==> src/rtl/mem_map_pkg.sv <==
// Shared memory-map constants, PS/2 set-2 scan codes and the scan FSM state type.
// Pure declarations: no logic, no latency.
// No flow control; imported by the controller and its bench.
package mem_map_pkg;

  // Default MMIO map and the tag byte that marks a valid key read.
  localparam logic [23:0] KEY_ADDR_DEF  = 24'h3B00;
  localparam logic [23:0] STAT_ADDR_DEF = 24'h3B01;
  localparam logic [7:0]  KEY_TAG_DEF   = 8'hFF;

  // Prefix bytes of the PS/2 set-2 protocol.
  localparam logic [7:0] SC_BREAK = 8'hF0;
  localparam logic [7:0] SC_EXT   = 8'hE0;

  // Recognised make codes and their ASCII translations.
  localparam logic [7:0] SC_S  = 8'h1B;
  localparam logic [7:0] SC_A  = 8'h1C;
  localparam logic [7:0] SC_W  = 8'h1D;
  localparam logic [7:0] SC_D  = 8'h23;
  localparam logic [7:0] SC_UP = 8'h75;
  localparam logic [7:0] SC_DN = 8'h72;

  localparam logic [7:0] ASC_S  = 8'h53;
  localparam logic [7:0] ASC_A  = 8'h41;
  localparam logic [7:0] ASC_W  = 8'h57;
  localparam logic [7:0] ASC_D  = 8'h44;
  localparam logic [7:0] ASC_UP = 8'h2F;
  localparam logic [7:0] ASC_DN = 8'h5C;

  typedef enum logic [1:0] {
    SCAN_IDLE,
    SCAN_BRK,
    SCAN_EXT,
    SCAN_EXT_BRK
  } scan_state_e;

  // Returns {hit, ascii}; hit=0 for codes that must be dropped.
  function automatic logic [8:0] scan_xlate(input logic [7:0] code);
    logic [8:0] r;
    r = 9'h000;
    case (code)
      SC_S:    r = {1'b1, ASC_S};
      SC_A:    r = {1'b1, ASC_A};
      SC_W:    r = {1'b1, ASC_W};
      SC_D:    r = {1'b1, ASC_D};
      SC_UP:   r = {1'b1, ASC_UP};
      SC_DN:   r = {1'b1, ASC_DN};
      default: r = 9'h000;
    endcase
    return r;
  endfunction

endpackage

==> src/rtl/mem_ctrl_kbd_fifo_if.sv <==
// Bundle of the core memory port, the RAM port and the scan-code input.
// Wires only, no latency.
// No backpressure: the core port is a single-cycle strobe bus.
interface mem_ctrl_kbd_fifo_if #(
  parameter int ADDR_W = 24,
  parameter int DATA_W = 16
);
  logic              core_we;
  logic              core_re;
  logic [ADDR_W-1:0] core_addr;
  logic [DATA_W-1:0] core_wdata;
  logic [DATA_W-1:0] core_rdata;
  logic              ram_we;
  logic [ADDR_W-1:0] ram_addr;
  logic [DATA_W-1:0] ram_wdata;
  logic [DATA_W-1:0] ram_rdata;
  logic              scan_valid;
  logic [7:0]        scan_code;

  // Core / environment side.
  modport master (
    output core_we, core_re, core_addr, core_wdata, ram_rdata, scan_valid, scan_code,
    input  core_rdata, ram_we, ram_addr, ram_wdata
  );

  // Memory controller side.
  modport slave (
    input  core_we, core_re, core_addr, core_wdata, ram_rdata, scan_valid, scan_code,
    output core_rdata, ram_we, ram_addr, ram_wdata
  );
endinterface

==> src/rtl/kbd_fifo.sv <==
// Circular key FIFO with sticky overflow, flush and overflow-clear.
// Push/pop take effect at the clock edge; head is visible on dout right after.
// Full FIFO drops a push and sets ovf unless a pop frees a slot that same cycle.
module kbd_fifo #(
  parameter int DEPTH_LOG2 = 3,
  parameter int W          = 8
) (
  input  logic                clk,
  input  logic                rst_n,
  input  logic                push,
  input  logic                pop,
  input  logic                flush,
  input  logic                clr_ovf,
  input  logic [W-1:0]        din,
  output logic [W-1:0]        dout,
  output logic [DEPTH_LOG2:0] count,
  output logic                full,
  output logic                empty,
  output logic                ovf,
  output logic                empty_nxt
);
  localparam int DEPTH = 1 << DEPTH_LOG2;
  localparam logic [DEPTH_LOG2:0] DEPTH_CNT = (DEPTH_LOG2 + 1)'(DEPTH);

  logic [W-1:0]          mem_q [DEPTH];
  logic [DEPTH_LOG2-1:0] rd_ptr_q, rd_ptr_d;
  logic [DEPTH_LOG2-1:0] wr_ptr_q, wr_ptr_d;
  logic [DEPTH_LOG2:0]   count_q, count_d;
  logic                  ovf_q, ovf_d;
  logic                  do_push, do_pop, wr_en;

  assign full  = (count_q == DEPTH_CNT);
  assign empty = (count_q == '0);
  assign dout  = mem_q[rd_ptr_q];
  assign count = count_q;
  assign ovf   = ovf_q;

  // Next-state for pointers, occupancy and overflow; flush overrides everything.
  always_comb begin
    do_pop   = pop && !empty;
    do_push  = push && (!full || do_pop);
    wr_en    = 1'b0;
    rd_ptr_d = rd_ptr_q;
    wr_ptr_d = wr_ptr_q;
    count_d  = count_q;
    ovf_d    = ovf_q;
    if (flush) begin
      rd_ptr_d = '0;
      wr_ptr_d = '0;
      count_d  = '0;
      ovf_d    = 1'b0;
    end else begin
      wr_en = do_push;
      if (do_push) wr_ptr_d = wr_ptr_q + 1'b1;
      if (do_pop)  rd_ptr_d = rd_ptr_q + 1'b1;
      if (do_push && !do_pop)      count_d = count_q + 1'b1;
      else if (!do_push && do_pop) count_d = count_q - 1'b1;
      if (clr_ovf) ovf_d = 1'b0;
      // A fresh overflow in the clearing cycle is not lost.
      if (push && full && !do_pop) ovf_d = 1'b1;
    end
  end

  assign empty_nxt = (count_d == '0);

  // Control state register.
  always_ff @(posedge clk or negedge rst_n) begin
    if (!rst_n) begin
      rd_ptr_q <= '0;
      wr_ptr_q <= '0;
      count_q  <= '0;
      ovf_q    <= 1'b0;
    end else begin
      rd_ptr_q <= rd_ptr_d;
      wr_ptr_q <= wr_ptr_d;
      count_q  <= count_d;
      ovf_q    <= ovf_d;
    end
  end

  // Storage is deliberately not reset; occupancy alone defines validity.
  always_ff @(posedge clk) begin
    if (wr_en) mem_q[wr_ptr_q] <= din;
  end

endmodule

==> src/rtl/mem_ctrl_kbd_fifo.sv <==
// Memory controller: RAM pass-through plus MMIO keyboard FIFO fed by a PS/2 scan FSM.
// Decode and read data are combinational; key pushes are visible one edge after scan_valid.
// No backpressure: a full FIFO drops new keys and flags sticky overflow.
module mem_ctrl_kbd_fifo
  import mem_map_pkg::*;
#(
  parameter int               ADDR_W     = 24,
  parameter int               DATA_W     = 16,
  parameter logic [ADDR_W-1:0] KEY_ADDR  = KEY_ADDR_DEF,
  parameter logic [ADDR_W-1:0] STAT_ADDR = STAT_ADDR_DEF,
  parameter int               DEPTH_LOG2 = 3,
  parameter logic [7:0]       KEY_TAG    = KEY_TAG_DEF
) (
  input  logic                 clk,
  input  logic                 rst_n,
  mem_ctrl_kbd_fifo_if.slave   bus,
  output logic                 key_avail
);
  scan_state_e         state_q, state_d;
  logic                emit;
  logic [7:0]          emit_dat;
  logic [8:0]          xlate;
  logic                is_key, is_stat, is_mmio;
  logic                fifo_pop, fifo_flush, fifo_clr_ovf;
  logic [7:0]          fifo_dout;
  logic [DEPTH_LOG2:0] fifo_count;
  logic                fifo_full, fifo_empty, fifo_ovf, fifo_empty_nxt;
  logic                key_avail_q;

  assign is_key  = (bus.core_addr == KEY_ADDR);
  assign is_stat = (bus.core_addr == STAT_ADDR);
  assign is_mmio = is_key || is_stat;

  assign bus.ram_addr  = bus.core_addr;
  assign bus.ram_wdata = bus.core_wdata;
  assign bus.ram_we    = bus.core_we && !is_mmio;

  assign fifo_pop      = bus.core_re && is_key && !fifo_empty && !bus.core_we;
  assign fifo_flush    = bus.core_we && is_stat && bus.core_wdata[0];
  assign fifo_clr_ovf  = bus.core_we && is_stat && bus.core_wdata[1];

  // Read-data mux: key head, status word or RAM.
  always_comb begin
    bus.core_rdata = bus.ram_rdata;
    if (is_key)
      bus.core_rdata = fifo_empty ? '0 : DATA_W'({KEY_TAG, fifo_dout});
    else if (is_stat)
      bus.core_rdata = DATA_W'({fifo_count, fifo_ovf, fifo_full, fifo_empty});
  end

  assign xlate = scan_xlate(bus.scan_code);

  // Scan FSM next state and emit; only consumes a byte on scan_valid.
  always_comb begin
    state_d  = state_q;
    emit     = 1'b0;
    emit_dat = xlate[7:0];
    if (bus.scan_valid) begin
      case (state_q)
        SCAN_IDLE: begin
          if (bus.scan_code == SC_BREAK)    state_d = SCAN_BRK;
          else if (bus.scan_code == SC_EXT) state_d = SCAN_EXT;
          else                              emit    = xlate[8];
        end
        SCAN_EXT: begin
          if (bus.scan_code == SC_BREAK) begin
            state_d = SCAN_EXT_BRK;
          end else begin
            // Only the two arrow codes are meaningful after E0.
            emit    = (bus.scan_code == SC_UP) || (bus.scan_code == SC_DN);
            state_d = SCAN_IDLE;
          end
        end
        default: state_d = SCAN_IDLE;  // break codes: swallow the released key
      endcase
    end
  end

  // FSM state register and key_avail flag.
  always_ff @(posedge clk or negedge rst_n) begin
    if (!rst_n) begin
      state_q     <= SCAN_IDLE;
      key_avail_q <= 1'b0;
    end else begin
      state_q     <= state_d;
      key_avail_q <= !fifo_empty_nxt;
    end
  end

  assign key_avail = key_avail_q;

  kbd_fifo #(
    .DEPTH_LOG2 (DEPTH_LOG2),
    .W          (8)
  ) u_fifo (
    .clk       (clk),
    .rst_n     (rst_n),
    .push      (emit),
    .pop       (fifo_pop),
    .flush     (fifo_flush),
    .clr_ovf   (fifo_clr_ovf),
    .din       (emit_dat),
    .dout      (fifo_dout),
    .count     (fifo_count),
    .full      (fifo_full),
    .empty     (fifo_empty),
    .ovf       (fifo_ovf),
    .empty_nxt (fifo_empty_nxt)
  );

endmodule

==> src/flat_wrapper.sv <==
// flat-port wrapper written by rule: the top's interface ports become plain ports
module mem_ctrl_kbd_fifo_flat import mem_map_pkg::*;
#(
  parameter int               ADDR_W     = 24,
  parameter int               DATA_W     = 16,
  parameter logic [ADDR_W-1:0] KEY_ADDR  = KEY_ADDR_DEF,
  parameter logic [ADDR_W-1:0] STAT_ADDR = STAT_ADDR_DEF,
  parameter int               DEPTH_LOG2 = 3,
  parameter logic [7:0]       KEY_TAG    = KEY_TAG_DEF
)
  (clk, rst_n, key_avail, bus_core_we, bus_core_re, bus_core_addr, bus_core_wdata, bus_ram_rdata, bus_scan_valid, bus_scan_code, bus_core_rdata, bus_ram_we, bus_ram_addr, bus_ram_wdata);
  mem_ctrl_kbd_fifo_if #(.ADDR_W(ADDR_W), .DATA_W(DATA_W)) bus_i ();
  input  logic clk;
  input  logic rst_n;
  output logic key_avail;
  input wire logic [$bits(bus_i.core_we)-1:0] bus_core_we;
  input wire logic [$bits(bus_i.core_re)-1:0] bus_core_re;
  input wire logic [$bits(bus_i.core_addr)-1:0] bus_core_addr;
  input wire logic [$bits(bus_i.core_wdata)-1:0] bus_core_wdata;
  input wire logic [$bits(bus_i.ram_rdata)-1:0] bus_ram_rdata;
  input wire logic [$bits(bus_i.scan_valid)-1:0] bus_scan_valid;
  input wire logic [$bits(bus_i.scan_code)-1:0] bus_scan_code;
  output wire logic [$bits(bus_i.core_rdata)-1:0] bus_core_rdata;
  output wire logic [$bits(bus_i.ram_we)-1:0] bus_ram_we;
  output wire logic [$bits(bus_i.ram_addr)-1:0] bus_ram_addr;
  output wire logic [$bits(bus_i.ram_wdata)-1:0] bus_ram_wdata;
  assign bus_i.core_we = bus_core_we;
  assign bus_i.core_re = bus_core_re;
  assign bus_i.core_addr = bus_core_addr;
  assign bus_i.core_wdata = bus_core_wdata;
  assign bus_i.ram_rdata = bus_ram_rdata;
  assign bus_i.scan_valid = bus_scan_valid;
  assign bus_i.scan_code = bus_scan_code;
  assign bus_core_rdata = bus_i.core_rdata;
  assign bus_ram_we = bus_i.ram_we;
  assign bus_ram_addr = bus_i.ram_addr;
  assign bus_ram_wdata = bus_i.ram_wdata;
  mem_ctrl_kbd_fifo #(.ADDR_W(ADDR_W), .DATA_W(DATA_W), .KEY_ADDR(KEY_ADDR), .STAT_ADDR(STAT_ADDR), .DEPTH_LOG2(DEPTH_LOG2), .KEY_TAG(KEY_TAG)) u_core (.clk(clk), .rst_n(rst_n), .bus(bus_i), .key_avail(key_avail));
endmodule
==> config.mk <==
export PLATFORM = sky130hd
export DESIGN_NAME = mem_ctrl_kbd_fifo_flat
export DESIGN_NICKNAME = d
export VERILOG_FILES = /design/src/rtl/mem_map_pkg.sv /design/src/rtl/mem_ctrl_kbd_fifo_if.sv /design/src/rtl/kbd_fifo.sv /design/src/rtl/mem_ctrl_kbd_fifo.sv /design/src/flat_wrapper.sv
export SDC_FILE = /design/constraint.sdc
export NUM_CORES = 1
export LEC_CHECK = 0
export ABC_CLOCK_PERIOD_IN_PS = 3000
export BUFFER_PORTS_ARGS = -buffer_cell sky130_fd_sc_hd__buf_2
export CAP_MARGIN = 10
export CORE_UTILIZATION = 45
export CTS_CLUSTER_DIAMETER = 120
export CTS_CLUSTER_SIZE = 24
export DETAILED_ROUTE_END_ITERATION = 6
export PLACE_DENSITY = 0.75
export SYNTH_ARGS = -nofsm -noshare
export SYNTH_HDL_FRONTEND = slang
export SYNTH_SLANG_ARGS = --single-unit
export TNS_END_PERCENT = 20
==> constraint.sdc <==
create_clock -name clk -period 3 [get_ports clk]
set_clock_uncertainty 0.1 [all_clocks]
set_input_delay 0.15 -clock clk [delete_from_list [all_inputs] [get_ports clk]]
set_output_delay 0.15 -clock clk [all_outputs]
set_load 0.02 [all_outputs]
# Word-level counts from Yosys, hierarchy flattened
# Memories as Yosys holds them, arrays and structs flattened.
# Index checks and enable logic that the tools add are counted.
# W data, S select, Z words.
# word_totals
word_cells	80
register_bits	14
n_memories	1
ram_bits	64
inputBits	69
out_inout_bits	58
# memory_table
name	depth	word_bits	rd	rd_ports_with_merged_regs	write_ports	line	rtl
u_core.u_fifo.mem_q	8	8	1	0	1	kbd_fifo.sv:25	logic [W-1:0] mem_q [DEPTH];
# classes
reduce_logical	30
eq_ne	13
addsub	4
mux	26
# ops
cell	n
$pmux W9 S6	1
$eq A24 B14 Y1 const B	2
$mux W16	3
$eq A8 B5 Y1 const B	3
$eq A8 B7 Y1 const B	2
$eq A8 B8 Y1 const B	2
$logic_and A1 B1 Y1	13
$mux W3	4
$mux W4	3
$mux W1	10
$eq A8 B6 Y1 const B	1
$logic_not A4 Y1	2
$logic_not A1 Y1	7
$add A3 B1 Y3 const B	2
$mux W2	3
$add A4 B1 Y4 const B	1
$eq A4 B4 Y1 const B	1
$pmux W2 S2	1
$reduce_bool A2 Y1	2
$sub A4 B1 Y4 const B	1
$logic_or A1 B1 Y1	3
$ne A3 B1 Y1 const B	1
$reduce_bool A3 Y1	1
$eq A2 B2 Y1 const B	1
other kinds (3)	3

# Longest topological paths before layout
# depth
word_depth	14
mapped_depth	11
mapped_depth_nobuf	10

# Cells and area by module
# Synthesis repeated with hierarchy kept, for this count alone.
# unflattened
hier_cells	311
hier_area_um2	4279.1
# by_module_without_submodules
mod	area_per_inst_um2	cells_per_inst	seq_area_each_um2	n_inst
kbd_fifo	3196.8	178	2197.1	1
mem_ctrl_kbd_fifo	1082.3	133	75.1	1

# Worst setup path before layout
# OpenSTA, ideal clock, no wires.
# synth_path
kind	flip-flop to flip-flop
startpoint	register u_core.u_fifo.count_q[0], in the netlist u_core.u_fifo.count[0]
endpoint	memory u_core.u_fifo.mem_q[1][0] (enable)
n_path_buf	1
slack_ns	-0.301
t_arrival_ns	2.821
required_ns	2.520
path_stages_with_launch	11
setup_time_ns	0.380
synth_period_minus_slack_ns	3.301
path_cell_list	dfrtp_1 > inv_1 > ha_1 > nor2b_1 > nor2b_1 > or2_2 > buf_2 > or3_1 > a21oi_1 > nand3_1 > nor3_1
# synth_via
elab_chain_cells	10
elab_cells_between_ends	12
classes_between	1 x eq/ne; 3 x mux; 8 x reduce/logical
# synth_lines
item	line	rtl
start: declaration	kbd_fifo.sv:28	logic [DEPTH_LOG2:0] count_q, count_d;
start signal: assignment	kbd_fifo.sv:76	count_q <= count_d;
$logic_not A4 Y1	kbd_fifo.sv:33	assign empty = (count_q == '0);
$logic_not A1 Y1	kbd_fifo.sv:40, mem_ctrl_kbd_fifo.sv:38	
$logic_and A1 B1 Y1 (2 in series)	mem_ctrl_kbd_fifo.sv:38	assign fifo_pop = bus.core_re && is_key && !fifo_empty && !bus.core_we;
$logic_and A1 B1 Y1	kbd_fifo.sv:40	do_pop = pop && !empty;
$logic_or A1 B1 Y1 *	kbd_fifo.sv:41	do_push = push && (!full || do_pop);
$logic_and A1 B1 Y1 *	kbd_fifo.sv:41	
$mux W1 *	kbd_fifo.sv:47	if (flush) begin
$mux W1 *	kbd_fifo.sv:83	if (wr_en) mem_q[wr_ptr_q] <= din;
$mux W1 (not written as such) *	kbd_fifo.sv:83	
end: declaration	kbd_fifo.sv:25	
# Every way passes the cells marked *; elsewhere a longest branch is shown, timed or not.

# Worst setup path in the final report
# layout_path
startpoint	register u_core.u_fifo.count_q[1], in the netlist u_core.u_fifo.count[1]
endpoint	memory u_core.u_fifo.mem_q[1][1] (enable)
# The elaborated chain is that of the path after synthesis.

==> results.py <==
metrics = {
    "detailed_routing": {
        "top_layer": "met4",
        "num_vias": 2777,
        "wire_per_inst_microns": 17.1,
        "drc": 0,
        "dr_wl_met2_microns": 4330,
        "drt-total-wl_microns": 8560,
        "via_per_inst": 5.54,
        "first_iter_violations": 131,
        "drt_first_pass_iters": 4,
        "met3_wirelength_microns": 625,
        "drt-met1-wl_microns": 3500,
        "ant_nets": 0,
    },
    "synth": {
        "muxShareOfSynthArea_pct": 10.7,
        "synth_fp_nets": 386,
        "synth_cell_types": 53,
        "ys_ff_latch": 70,
        "syn_inst": 313,
        "seq_area_frac_synth_pct": 53.5,
        "syn_area_per_cell_sq_um": 12.1,
        "synth-simple-area-share_pct": 15.4,
        "synth_compound_area_share_pct": 8.54,
        "dominantRegCellSynth": "edfxtp_1",
        "mappedNetlistArea_sq_um": 3800,
        "synth_edf_count": 56,
        "synth_fa_ha_area_share_pct": 1.32,
        "yosysWarnings": 0,
        "synth_top_family_by_area": "simple AND/OR/NAND/NOR gates",
        "synth_xor_area_share_pct": 0.923,
        "async_flop_share_pct": 20.0,
    },
    "die": {
        "die-area_sq_um": 8810,
        "start_util_pct": 46.4,
        "die_w_microns": 93.8,
        "io_pins": 127,
        "fp-row-count": 33,
        "die_h_microns": 93.8,
        "core_area_sq_um": 8180,
    },
    "layout": {
        "antenna_cells": 0,
        "syn2layout_area_growth_pct": 17.1,
        "nFillCells": 736,
        "drive_gt1_share_pct": 40.7,
        "fin_nets": 464,
        "ff_latch_area_sq_um": 2030,
        "final_cells": 501,
        "postLayoutCoreUtil_pct": 54.4,
        "multi_input_area_sq_um": 1450,
        "final_area_sq_um": 4440,
    },
    "sta": {
        "fmaxAchievable_ghz": 0.352,
        "finalCritPeriodShare_pct": 94.7,
        "slew_headroom_pct": 38.8,
        "setup_viol": 0,
        "tightest_slew_ns": 0.908,
        "setup_ws_ns": 0.159,
        "min_period_ns": 2.84,
        "hold_viol": 0,
        "drv_slew": 0,
    },
    "clocking": {
        "clk_pin_slew_ns": 0.08,
        "clk-insertion-delay-late_ns": 0.33,
        "cts_tree": "done",
        "cts.htree.levels": 3,
        "tritoncts_num_sinks": 70,
        "clockRootBuffer": "clkbuf_8",
        "cts_made_buffers": 9,
        "cts_max_path_buffers": 2,
    },
    "critical_path": {
        "crit_type": "reg -> reg",
        "r2r_cells": 11,
        "worstPathMaxFanout": 9,
        "cp-end-kind": "flop",
        "cp.required_ns": 2.95,
        "cp_data_arrival_time_ns": 2.79,
        "start_kind": "flop",
    },
    "power_and_ir_drop": {
        "power.density_nw_per_um2": 455,
        "power.internal_uw": 1480,
        "clockPowerShare_pct": 32.3,
        "seqPwrFrac_pct": 53.8,
        "pwr-share-comb_pct": 13.8,
        "switching_power_uw": 542,
        "p_leak_uw": 0.00177,
        "ir_worst_vdd_v": 0.000213,
        "switching_share_pct": 26.8,
    },
    "global_route": {
        "grt_max_degree": 26,
        "grt_pass1_wl_microns": 13100,
        "grt_overflow": 0,
        "antenna_found_initial": 0,
        "grt_pass1_vias": 2647,
        "grt_use_total_pct": 20.4,
    },
    "outcome": {
        "outcome": "complete, no violations",
    },
    "placed_design": {
        "dp_slack_ns": 0.0891,
        "dp_cells": 481,
        "post-dp-hpwl_microns": 6590,
        "postPlaceCellArea_sq_um": 4220,
        "gp_congestion": 0.851,
        "portBuffers": 98,
    },
    "hold_path": {
        "min_path_type": "in -> reg",
        "whs_path_depth": 3,
    },
    "run": {
        "timing.max_cap.violations": 0,
    },
}
layer usage:
metal  track usage [%]  vias up
met5                 0        -
met4              9.23        0
met1              24.5     1344
met2              35.2      135
met3              4.13       10
li1                  -     1288
cell usage after synthesis (2+ instances only):
cell	number	share of area, %
edfxtp_1	56	44
buf_4	40	7.9
nor2_1	32	3.2
nand2_1	18	1.8
dfrtp_1	14	9.2
mux4_2	14	8.3
o21ai_0	13	1.7
a21o_1	10	2.0
a21oi_1	10	1.3
nor3_1	9	1.2
clkbuf_1	8	0.79
mux2i_1	8	2.1
and2_1	5	0.82
nand2b_1	5	0.82
nand3_1	5	0.66
ha_1	4	1.3
inv_1	4	0.40
nand4_1	4	0.66
and3b_1	3	0.69
nand3b_1	3	0.59
nor2b_1	3	0.49
nor4_1	3	0.49
o22ai_1	3	0.49
a32o_1	2	0.53
and3_1	2	0.33
nor3b_1	2	0.40
nor4_2	2	0.66
o21a_1	2	0.40
o31ai_1	2	0.40
or3_1	2	0.33
xnor2_1	2	0.46
xor2_1	2	0.46
placed cells by master, fill, tap and decap left out, types with 3 or more instances in the layout:
cell and count:
buf_2 98, edfxtp_1 56, nor2_1 29, nand2_1 18, buf_4 18, mux4_2 14
dfrtp_1 14, o21ai_0 13, a21o_1 10, a21oi_1 9, clkbuf_8 9, mux2i_1 8
nor3_1 7, nand2b_1 5, and2_1 5, nand3_1 4, nand4_1 4, inv_1 4
ha_1 4, and3b_1 3, nor2b_1 3, nand3b_1 3, nor4_1 3, o22ai_1 3
nor2_2 3
critical path: stages, from the launching register on:
cell	delay (ns)
dfrtp_1	0.37
inv_1	0.06
ha_1	0.21
nor2b_1	0.14
nor2b_1	0.15
or2_4	0.29
or3_4	0.39
a21oi_4	0.17
buf_4	0.13
nand3_2	0.16
nor3_4	0.19
buf_4	0.19
cell families after synthesis:
group,count (synthesis)
multiplexers,23
AO/OA/AOI/OAI,50
adder cells (fa/ha/maj),4
flip-flops,70
XOR/XNOR,4
buffers and inverters,55
AND/OR/NAND/NOR,107
state kept, by name, indices dropped and copies added, names as in the netlist:
signal and cells:
u_core.key_avail 1, u_core.state_q 2, u_core.u_fifo.count 4, u_core.u_fifo.mem_q 56, u_core.u_fifo.ovf 1, u_core.u_fifo.rd_ptr_q 3, u_core.u_fifo.wr_ptr_q 3
power groups by stage:
stage / Clock (uW) / Combinational [uW] / Sequential [uW]
floorplan: 0 / 194 / 1110
CTS: 670 / 279 / 1090
global route: 709 / 310 / 1090
global placement: 0 / 272 / 1110
detailed placement: 0 / 275 / 1110
finish: 654 / 280 / 1090
per-stage QoR:
step	total power [uW]	TNS (ns)	hold WS, ns
after floorplan	1310	0	-0.246
after global placement	1380	0	-0.0278
after detailed placement	1380	0	-0.0256
after CTS	2040	0	0.0214
after global routing	2110	-0.0758	0.0513
final	2020	0	0.0324
final timing paths:
check / start / to / slack, ns
min in group asynchronous: rst_n / u_core.u_fifo.wr_ptr_q[1] / 0.15
worst max-delay path: u_core.u_fifo.count[1] / u_core.u_fifo.mem_q[1][1] / 0.16
max in group asynchronous: rst_n / u_core.u_fifo.wr_ptr_q[2] / 2.40
worst max register to register: u_core.u_fifo.count[1] / u_core.u_fifo.mem_q[1][1] / 0.16
worst min register to register: u_core.state_q[1] / u_core.state_q[1] / 0.46
worst min-delay path: bus_scan_code[4] / u_core.state_q[0] / 0.03
layout make-up:
class                           instances  area share (%)
Inverter                                4           0.338
Tap cell                              105            2.96
Multi-Input combinational cell        188            32.5
Timing Repair Buffer                  118            14.5
Clock buffer                            9            2.79
Sequential cell                        70            45.7
Clock inverter                          7            1.13
timing repair:
item                                   in CTS  in global routing
resized for setup                           0                  4
endpoints found under the hold margin      15                  0
setup buffers                               0                  2
hold buffers                                2                  0
setup endpoints to repair                   0                 57
No activity file was read; power rests on OpenSTA's default activity.
